### src/rtl/inter_read_xbar.sv
// Read crossbar connecting NUM_MASTERS read masters to NUM_SLAVES read slaves.
//
// Each master address is decoded against per-slave (mask, match) pairs, with the
// lowest-numbered matching slave taking the request. Each slave has a
// combinational round-robin arbiter. Accepted reads are tracked in fixed-latency
// pipelines so read data returns exactly RD_LATENCY cycles after the grant.
// Addresses that match no slave are granted at once and answered with err=1.
//
// Ports:
//   clk, reset            - clock, synchronous active-high reset
//   master_data_req_i     - per-master read request
//   master_data_addr_i    - packed per-master read address
//   master_data_gnt_o     - per-master request accepted this cycle
//   master_data_rvalid_o  - per-master response valid
//   master_data_rdata_o   - packed per-master response data
//   master_data_err_o     - per-master decode error (qualified by rvalid)
//   slave_data_req_o      - per-slave request
//   slave_data_addr_o     - packed per-slave address (low S_ADDR_WIDTH bits)
//   slave_data_gnt_i      - per-slave accept
//   slave_data_rdata_i    - packed per-slave read data, valid RD_LATENCY after accept
module inter_read_xbar #(
    parameter int unsigned DATA_WIDTH   = 32,
    parameter int unsigned M_ADDR_WIDTH = 11,
    parameter int unsigned S_ADDR_WIDTH = 10,
    parameter int unsigned NUM_MASTERS  = 2,
    parameter int unsigned NUM_SLAVES   = 2,
    parameter int unsigned RD_LATENCY   = 1,
    parameter logic [NUM_SLAVES*M_ADDR_WIDTH-1:0] M_ADDR_MATCH = 22'h200000,
    parameter logic [NUM_SLAVES*M_ADDR_WIDTH-1:0] M_ADDR_MASK  = 22'h200400
) (
    input  logic                              clk,
    input  logic                              reset,
    input  logic [NUM_MASTERS-1:0]            master_data_req_i,
    input  logic [NUM_MASTERS*M_ADDR_WIDTH-1:0] master_data_addr_i,
    output logic [NUM_MASTERS-1:0]            master_data_gnt_o,
    output logic [NUM_MASTERS-1:0]            master_data_rvalid_o,
    output logic [NUM_MASTERS*DATA_WIDTH-1:0] master_data_rdata_o,
    output logic [NUM_MASTERS-1:0]            master_data_err_o,
    output logic [NUM_SLAVES-1:0]             slave_data_req_o,
    output logic [NUM_SLAVES*S_ADDR_WIDTH-1:0] slave_data_addr_o,
    input  logic [NUM_SLAVES-1:0]             slave_data_gnt_i,
    input  logic [NUM_SLAVES*DATA_WIDTH-1:0]  slave_data_rdata_i
);

    localparam int NM    = int'(NUM_MASTERS);
    localparam int NS    = int'(NUM_SLAVES);
    localparam int LAT   = int'(RD_LATENCY);
    localparam int AW    = int'(M_ADDR_WIDTH);
    localparam int SW    = int'(S_ADDR_WIDTH);
    localparam int DW    = int'(DATA_WIDTH);
    localparam int IDX_W = (NM > 1) ? $clog2(NM) : 1;
    localparam int SEL_W = (NS > 1) ? $clog2(NS) : 1;

    logic [NM-1:0]    m_hit;
    logic [SEL_W-1:0] m_sel [NM];
    logic [NM-1:0]    m_err_req;

    logic [NS-1:0]    s_found;
    logic [NS-1:0]    s_acc;
    logic [IDX_W-1:0] s_win [NS];

    logic [IDX_W-1:0] ptr_q   [NS];
    logic [LAT-1:0]   s_vld_q [NS];
    logic [IDX_W-1:0] s_idx_q [NS][LAT];
    logic [LAT-1:0]   e_vld_q [NM];

    // Address decode; scanning downwards lets the lowest matching slave win.
    always_comb begin
        for (int m = 0; m < NM; m++) begin
            m_hit[m] = 1'b0;
            m_sel[m] = '0;
            for (int s = NS - 1; s >= 0; s--) begin
                if ((master_data_addr_i[m*AW +: AW] & M_ADDR_MASK[s*AW +: AW])
                        == M_ADDR_MATCH[s*AW +: AW]) begin
                    m_hit[m] = 1'b1;
                    m_sel[m] = SEL_W'(s);
                end
            end
            m_err_req[m] = master_data_req_i[m] & ~m_hit[m] & ~reset;
        end
    end

    // Round-robin search per slave starting at its priority pointer.
    always_comb begin
        int idx;
        idx = 0;
        for (int s = 0; s < NS; s++) begin
            s_found[s] = 1'b0;
            s_win[s]   = '0;
            for (int k = 0; k < NM; k++) begin
                idx = int'(ptr_q[s]) + k;
                if (idx >= NM) begin
                    idx = idx - NM;
                end
                if (!s_found[s] && master_data_req_i[idx] && m_hit[idx]
                        && (m_sel[idx] == SEL_W'(s))) begin
                    s_found[s] = 1'b1;
                    s_win[s]   = IDX_W'(idx);
                end
            end
        end
    end

    always_comb begin
        slave_data_addr_o = '0;
        for (int s = 0; s < NS; s++) begin
            slave_data_req_o[s] = s_found[s] & ~reset;
            s_acc[s]            = slave_data_req_o[s] & slave_data_gnt_i[s];
            if (slave_data_req_o[s]) begin
                slave_data_addr_o[s*SW +: SW] = master_data_addr_i[int'(s_win[s])*AW +: SW];
            end
        end
    end

    always_comb begin
        for (int m = 0; m < NM; m++) begin
            master_data_gnt_o[m] = m_err_req[m];
            for (int s = 0; s < NS; s++) begin
                if (s_acc[s] && (s_win[s] == IDX_W'(m))) begin
                    master_data_gnt_o[m] = 1'b1;
                end
            end
        end
    end

    always_ff @(posedge clk) begin
        if (reset) begin
            for (int s = 0; s < NS; s++) begin
                ptr_q[s]   <= '0;
                s_vld_q[s] <= '0;
                for (int k = 0; k < LAT; k++) begin
                    s_idx_q[s][k] <= '0;
                end
            end
            for (int m = 0; m < NM; m++) begin
                e_vld_q[m] <= '0;
            end
        end else begin
            for (int s = 0; s < NS; s++) begin
                if (s_acc[s]) begin
                    ptr_q[s] <= (s_win[s] == IDX_W'(NM - 1)) ? '0 : s_win[s] + 1'b1;
                end
                for (int k = LAT - 1; k > 0; k--) begin
                    s_vld_q[s][k] <= s_vld_q[s][k-1];
                    s_idx_q[s][k] <= s_idx_q[s][k-1];
                end
                s_vld_q[s][0] <= s_acc[s];
                s_idx_q[s][0] <= s_win[s];
            end
            for (int m = 0; m < NM; m++) begin
                for (int k = LAT - 1; k > 0; k--) begin
                    e_vld_q[m][k] <= e_vld_q[m][k-1];
                end
                e_vld_q[m][0] <= m_err_req[m];
            end
        end
    end

    // Response routing; a master is granted at most once per cycle, so heads never collide.
    always_comb begin
        master_data_rdata_o = '0;
        for (int m = 0; m < NM; m++) begin
            master_data_rvalid_o[m] = e_vld_q[m][LAT-1];
            master_data_err_o[m]    = e_vld_q[m][LAT-1];
        end
        for (int s = 0; s < NS; s++) begin
            if (s_vld_q[s][LAT-1]) begin
                master_data_rvalid_o[s_idx_q[s][LAT-1]] = 1'b1;
                master_data_rdata_o[int'(s_idx_q[s][LAT-1])*DW +: DW] =
                    slave_data_rdata_i[s*DW +: DW];
            end
        end
    end

endmodule

### config.mk
export PLATFORM = sky130hd
export DESIGN_NAME = inter_read_xbar
export DESIGN_NICKNAME = d
export VERILOG_FILES = /design/src/rtl/inter_read_xbar.sv
export SDC_FILE = /design/constraint.sdc
export NUM_CORES = 1
export LEC_CHECK = 0
export CORE_ASPECT_RATIO = 1.1
export CORE_MARGIN = 1.5
export CORE_UTILIZATION = 25
export CTS_CLUSTER_SIZE = 25
export DETAILED_ROUTE_END_ITERATION = 12
export PLACE_DENSITY = 0.78
export SYNTH_ARGS = -nofsm -noshare
export SYNTH_HDL_FRONTEND = slang
export SYNTH_SLANG_ARGS = --single-unit
### constraint.sdc
create_clock -name clk -period 1.1 [get_ports clk]
set_input_delay 0.11 -clock clk [delete_from_list [all_inputs] [get_ports clk]]
set_output_delay 0.11 -clock clk [all_outputs]
set_load 0.02 [all_outputs]
; After elaboration in Yosys (flattened, before gate mapping)
; Memories as Yosys holds them, arrays and structs flattened.
; Index checks and enable logic that the tools add are counted.
; W data, S select, Z words.
[op_classes]
add_sub_neg = 10
multipliers = 2
n_lt_le_gt_ge = 16
shifts = 6
mux = 88
bitwise_logic = 30
n_reduce_logical = 20
[op_table]
columns = operator, n
row1 = $ge A32 B2 Y1 const B, 4
row2 = $lt A32 B3 Y1 const B, 4
row3 = $mux W32, 4
row4 = $mux W64, 2
row5 = $not A32 Y32, 4
row6 = $shift A32 B33 Y64 const A, 2
row7 = $shiftx A32 B33 Y64, 2
row8 = $mux W1, 75
row9 = $neg A6 Y33, 2
row10 = $and A64 B64 Y64, 1
row11 = $bwmux W64, 1
row12 = $shiftx A22 B6 Y10, 2
row13 = $logic_not A11 Y1, 2
row14 = $mux W10, 2
row15 = $logic_and A1 B1 Y1, 16
row16 = $mul A1 B4 Y5 const B, 2
row17 = $and A1 B1 Y1, 8
row18 = $or A1 B1 Y1, 8
row19 = $not A1 Y1, 7
row20 = $sub A1 B2 Y3 const B, 2
row21 = $sub A2 B2 Y3 const B, 2
row22 = $add A1 B1 Y2 const B, 2
row23 = $ge A1 B2 Y1 const B, 2
row24 = $ge A2 B2 Y1 const B, 2
row25 = 7 further kinds, 14
[word_totals]
register_bits = 0
mem_bits_rw = 8
input_bits = 92
output_inout_bits = 92
wordCells = 176
memories = 4
[memory_table]
columns = memory, words, width, rd, rd_ports_with_merged_regs, wr, line_no
row1 = e_vld_q, 2, 1, 2, 0, 2, 65  ; logic [LAT-1:0] e_vld_q [NM];
row2 = ptr_q, 2, 1, 2, 0, 2, 62  ; logic [IDX_W-1:0] ptr_q [NS];
row3 = s_idx_q, 2, 1, 2, 0, 2, 64  ; logic [IDX_W-1:0] s_idx_q [NS][LAT];
row4 = s_vld_q, 2, 1, 2, 0, 2, 63  ; logic [LAT-1:0] s_vld_q [NS];

; Longest topological paths before layout
; Gate-level depths: netlist of run 1.
[logic_depth]
ltp_word = 20
mapped_depth = 5
mapped_depth_nobuf = 3

; Least setup slack after synthesis of run 1
; OpenSTA, ideal clock, no wires.
[synth_path]
path_kind = register to output
from = memory ptr_q[0][0] in the netlist's numbering
to = output port slave_data_addr_o[0]
t_arrival_ns = 1.189
t_required_ns = 0.990
setup_slack_ns = -0.199
stages_incl_launch_ff = 5
n_path_buf = 1
path_cell_list = edfxtp_1 > nor3b_2 > clkbuf_2 > o21ai_0 > a21oi_1
[synth_rtl]
columns = item, line_no
row1 = from (decl), 62
row2 = to (decl), 40  ; output logic [NUM_SLAVES*S_ADDR_WIDTH-1:0] slave_data_addr_o,

==> flow_summary.json, run 1 <==
{
  "outcome": "complete, but fails checks",
  "violations": "setup timing",
  "layout-drive-gt1-share_pct": 63.2,
  "synth_top_area_cell": "a22o_1",
  "hold_class": "input pin to flop",
  "place_hpwl_um": 7000,
  "grt_pass1_vias": 3232,
  "slew_viol_final": 0,
  "portBuffers": 181,
  "cp_data_arrival_time_ps": 1600,
  "drv_cap": 0,
  "grt_usage_pct": 30.3,
  "ir_worst_vdd_mv": 0.400,
  "n_fill_cell": 259,
  "ys_warn_count": 0,
  "place.gp.congestion": 0.826,
  "fp.dieW_um": 78.8,
  "final_core_util_pct": 89.8,
  "clockRootBuffer": "clkbuf_8",
  "crit_required_ps": 990,
  "h-tree-depth": 1,
  "cts_buffers": 3,
  "drt-initial-drc-count": 167,
  "synth_area_leaders": "a22o_1 (18%), a21oi_1 (17%), nand2_1 (16%)",
  "clk_pin_slew_ps": 30,
  "rsz0062_at_grt": "true",
  "cp-end-kind": "output port",
  "ys_seq_area_share_pct": 8.87,
  "worstSkewPairLatency_ps": 240,
  "period_share_pct": 156,
  "fmax_mhz": 583,
  "cp_max_fo": 8,
  "cp-start-kind": "flop",
  "grt_max_degree": 33,
  "drt_pass1_iterations": 5,
  "vias": 3469,
  "cts_sinks": 6,
  "cts_tree": "built",
  "dp_cells": 541,
  "finalClockSkew_ps": 6.16,
  "setup-violations-final": 95,
  "viasPerCell": 5.90,
  "cts_hold_buf": 0,
  "clockBufferDepth": 2,
  "wirelength_um": 14500,
  "synth_cells": 266,
  "core_area_um2": 6120,
  "area.growth.synth_to_final_pct": 248,
  "dieArea_um2": 6800,
  "fin_cells": 588,
  "synth.distinct_cells": 31,
  "synth_top_area_share_pct": 18.3,
  "final_nets": 601,
  "drc": 0,
  "syn_avg_cell_area_um2": 5.94,
  "ant_nets": 0,
  "io-pin-count": 184,
  "syn_area_um2": 1580,
  "power_leakage_nw": 2.38,
  "rows": 30,
  "worstSetupPathType": "flop to output port",
  "ys_ff_latch": 6,
  "fin_ws_ps": -615,
  "start_util_pct": 25.8,
  "powerDensity_nw_per_um2": 468,
  "die_h_um": 86.4,
  "wl_per_cell_um": 24.6,
  "period_needed_ps": 1710,
  "antenna_cells": 0,
  "antenna_found_initial": 0,
  "grt-ovfl-total": 0,
  "final_hold_viol_count": 0,
  "grt_pass1_wl_um": 16200
}
-- registers in the layout (all words and copies together) (netlist names) --
signal   count
s_idx_q      2
ptr_q        2
s_vld_q      2
-- area by class of cell --
| class | count | area (um^2) | share of cell area [%] |
|---|---|---|---|
| clock buffer | 4 | 45.0 | 0.820 |
| sequential | 6 | 143 | 2.60 |
| inverter | 6 | 22.5 | 0.410 |
| multi-input combinational | 227 | 2160 | 39.3 |
| timing repair buffer | 265 | 3030 | 55.1 |
| tap | 80 | 100 | 1.82 |
-- where the power goes --
group          switching [mW]  total [mW]  internal (mW)
Combinational           0.951        1.94          0.990
Sequential             0.0161       0.262          0.246
Clock                   0.115       0.366          0.251
-- cell usage in the layout, fill, tap and decap left out, types with 3 or more instances in the layout --
cell and n:
a21oi_2 25, a21oi_4 30, a22o_1 3, a22o_4 30, buf_12 16, buf_16 4
buf_2 8, buf_4 40, buf_6 98, clkbuf_16 9, clkbuf_8 3, clkdlybuf4s50_1 85
inv_1 3, inv_2 3, nand2_1 59, nand2_2 6, nand2_4 3, nand2b_1 4
nand3_1 11, nand3_2 9, o21ai_0 7, o21ai_1 4, o21ai_2 10
-- per-stage QoR --
stage                     instance area [um^2]  setup WS (ps)  power [mW]  hold WS [ps]  setup TNS, ps
final                                     5490           -615        2.57           317         -46300
after detailed placement                  4370           -977        1.73           842         -69210
after floorplan                           2250          -98.7       0.918           182          -4330
after global placement                    4370           -947        1.71           880         -67120
after CTS                                 4820           -551        2.19           508         -36860
after global routing                      5490           -648        2.64           333         -48660
-- logic make-up (layout without fill, tap and decap cells) --
family / after synthesis / after routing / synth area share (%)
buffers and inverters: 35 / 275 / 13.2
and+or+nand+nor: 111 / 112 / 32.8
AOI/OAI and AO/OA: 113 / 113 / 44.9
other: 1 / 2 / 0.237
DFF: 6 / 6 / 8.88
-- Yosys cell counts --
master and n:
conb_1 1, o21ai_2 1, and2b_1 2, and2_1 2
a22o_1 33, nor3b_2 1, clkbuf_2 2, a21oi_4 1
nand2b_1 6, edfxtp_1 2, buf_2 14, a21oi_1 54
dfxtp_1 4, nor2_8 1, nor2b_1 3, nand2_2 1
inv_2 1, nand3b_1 1, inv_1 5, o22ai_1 2
o21ai_0 20, buf_6 4, o21bai_1 1, and3b_1 1
buf_4 7, nand2_1 68, nand3_1 20, or3b_1 1
nor2_1 4, o21ai_1 1, clkbuf_1 2
-- critical path, stage by stage (launching register included) --
cell and delay [ps]:
dfxtp_2 330, nor2b_4 140, buf_6 120, a21oi_4 310
buf_12 210, buf_6 110, a21oi_4 30, buf_6 130
-- metal layers --
layer	GRT usage (%)	up-vias	routed length (um)
li1	-	1436	-
met1	29.7	1646	4840
met2	57.1	295	7310
met3	8.74	92	1410
met4	15.9	0	924
met5	0	-	0
-- final timing paths --
check,start,to,slack [ps],depth (start not counted)
setup reg to reg,ptr_q[0][0],s_idx_q[0][0],-270,4
setup / recovery,s_vld_q[0][1],master_data_rdata_o[11],-610,7
hold reg to reg,ptr_q[0][0],s_idx_q[0][0],1070,4
hold / removal,reset,s_idx_q[0][1],320,3
-- what timing repair did --
| action | CTS | global route |
|---|---|---|
| endpoints found under the setup margin | 98 | 95 |
| setup buffers | 20 | 12 |
| resized for setup | 548 | 117 |
| pin swaps | 12 | 25 |
| cloned | 7 | 11 |
Note: power is estimated with default switching activity, not from simulation.
==> run 2, diff against run 1 <==
- GPL_TIMING_DRIVEN: not set -> 0
==> run 2 against run 1 <==
  * The flow still finishes with violations (setup timing)
  * Clock-buffer cell count stayed put
  * Wire length is 18% lower
  * Cell area is 5.3% lower
  * Die area stayed put
  * Global-route usage is 3.1 points lower
  * Critical path depth is 1 lower
  * Hold slack worse by 51 ps
  * Largest power group unchanged
  * Sequential cell count stayed put
  * Setup slack better by 41 ps
  * Final cell count is 3.9% lower
  * Clock skew is 0.61 ps lower
  * Power is 5.5% lower
==> flow_summary.json, run 2 (synthesis gave the netlist of run 1 again) <==
{
  "wirelength_um": 11900,
  "power_frac_clock_pct": 14.2,
  "drv_cap": 0,
  "antenna_cells": 0,
  "antenna_found_initial": 0,
  "fmax_mhz": 598,
  "p_int_mw": 1.43,
  "final_nets": 578,
  "fin_ws_ps": -574,
  "p_sw_mw": 0.994,
  "cp_max_fo": 5,
  "drc": 0,
  "wl_per_cell_um": 21.0,
  "io-pin-count": 184,
  "finalPower_mw": 2.43,
  "worstSetupPathType": "flop to output port",
  "combPwrFrac_pct": 75.2,
  "period_needed_ps": 1670,
  "regToRegSetupSlack_ps": -110,
  "dieArea_um2": 6800,
  "cp-end-kind": "output port",
  "final_hold_viol_count": 0,
  "cp-start-kind": "flop",
  "cts_hold_buf": 0,
  "ir_worst_vdd_mv": 0.321,
  "setup-violations-final": 92,
  "crit_cells": 6,
  "vias": 3091,
  "finalClockSkew_ps": 5.55,
  "powerDensity_nw_per_um2": 466,
  "final_cell_mix": "buf_6 (98), clkdlybuf4s50_1 (86), nand2_1 (49)",
  "outcome": "complete, but fails checks",
  "period_share_pct": 152,
  "holdWs_ps": 265,
  "clockBufferDepth": 2,
  "stdcell_area_um2": 5200,
  "crit_top_cell": "buf_6",
  "layout-drive-gt1-share_pct": 61.0,
  "area.growth.synth_to_final_pct": 230,
  "critPathMaxStageDelay_ps": 390,
  "ant_nets": 0,
  "clockRootBuffer": "clkbuf_8",
  "fp.dieW_um": 78.8,
  "drt_pass1_iterations": 4,
  "h-tree-depth": 1,
  "reg_top3": "ptr_q: 2 flops, s_idx_q: 2 flops, s_vld_q: 2 flops",
  "clk_pin_slew_ps": 40,
  "hold_class": "input pin to flop",
  "cpMaxStageDelayCell": "edfxtp_1",
  "rows": 30,
  "switching_share_pct": 40.9,
  "place.gp.congestion": 0.841,
  "critPathBufInv": 3,
  "whs_path_depth": 2,
  "grt_pass1_wl_um": 14900,
  "slew_viol_final": 0,
  "setup-tns-final_ps": -40440,
  "grt-ovfl-total": 0,
  "place_hpwl_um": 6930,
  "viasPerCell": 5.47,
  "worstPathCellList": "and3b_2 -> buf_8 -> buf_6 -> o21ai_2 -> a21oi_2 -> buf_6",
  "grt_pass1_vias": 3030,
  "portBuffers": 181,
  "cp_data_arrival_time_ps": 1560,
  "power_leakage_nw": 2.25,
  "cts_sinks": 6,
  "start_util_pct": 25.8,
  "core_area_um2": 6120,
  "crit_family": "flip-flops",
  "grt_max_degree": 11,
  "cts_buffers": 3,
  "violations": "setup timing",
  "crit_required_ps": 990,
  "rsz0062_at_grt": "true",
  "reg2reg_depth": 4,
  "grt_usage_pct": 27.2,
  "dpl_cell_area_um2": 4160,
  "post-place-ws_ps": -1140,
  "final_common_cell": "buf_6",
  "die_h_um": 86.4,
  "cts_tree": "built",
  "drt-initial-drc-count": 100,
  "pwr-share-seq_pct": 10.6,
  "worstSkewPairLatency_ps": 220
}
## run 2: cell count changes in the layout (fill, tap and decap cells not counted), moves of 4 or more
cell and delta:
buf_4 -14, nand3_2 -7, nand3_1 +7, buf_12 -6, nand2_4 +6, nand2_2 +5
o21ai_2 -4, buf_8 +4, nand2_1 -10, buf_2 -4
## run 2: worst paths after layout
kind	endpoint	start
worst max-delay path	slave_data_addr_o[17]	ptr_q[0][1]
worst min-delay path	s_idx_q[0][0]	reset
worst max register to register	s_idx_q[0][0]	ptr_q[0][0]
worst min register to register	s_idx_q[0][1]	ptr_q[0][1]
## run 2: layout make-up
| type | count | area [um^2] |
|---|---|---|
| fillers | 328 | 915 |
| well taps | 80 | 100 |
| multi-input cells | 226 | 2140 |
| plain buffers | 27 | 359 |
| flip-flops and latches | 6 | 144 |
| clock buffers | 4 | 45.0 |
| inverters | 6 | 25.0 |
| repair buffers | 216 | 2390 |
## run 2: metal layers
layer / global-route usage (%) / up-vias / share of wire [%]
li1: - / 1393 / -
met1: 30.5 / 1478 / 36
met2: 51.7 / 183 / 52
met3: 6.00 / 37 / 8.9
met4: 6.17 / 0 / 3.3
met5: 0 / - / 0
## run 2: repair_timing
action / in CTS / in global routing
pin swaps: 8 / 23
cloned: 5 / 8
gates resized for setup: 585 / 103
setup buffers: 17 / 6
endpoints found under the setup margin: 96 / 93
## run 2: power groups by stage
stage | Clock, mW | Combinational [mW] | Sequential (mW)
floorplan | 0 | 0.664 | 0.253
CTS | 0.344 | 1.60 | 0.254
global route | 0.369 | 1.90 | 0.259
finish | 0.345 | 1.82 | 0.258
global placement | 0 | 1.36 | 0.256
detailed placement | 0 | 1.38 | 0.256
## run 2: worst register-to-register path, delay by kind of cell, from the launching register on
| family | cells | cell delay (ps) |
|---|---|---|
| buf+inv | 1 | 160 |
| flops | 1 | 410 |
| simple gates | 3 | 540 |
## run 2: per-stage QoR
step	std cells	utilization, %
final	565	85.1
after global routing	565	85.1
after CTS	554	75.3
after detailed placement	528	68.0
after global placement	528	68.0
after floorplan	267	-
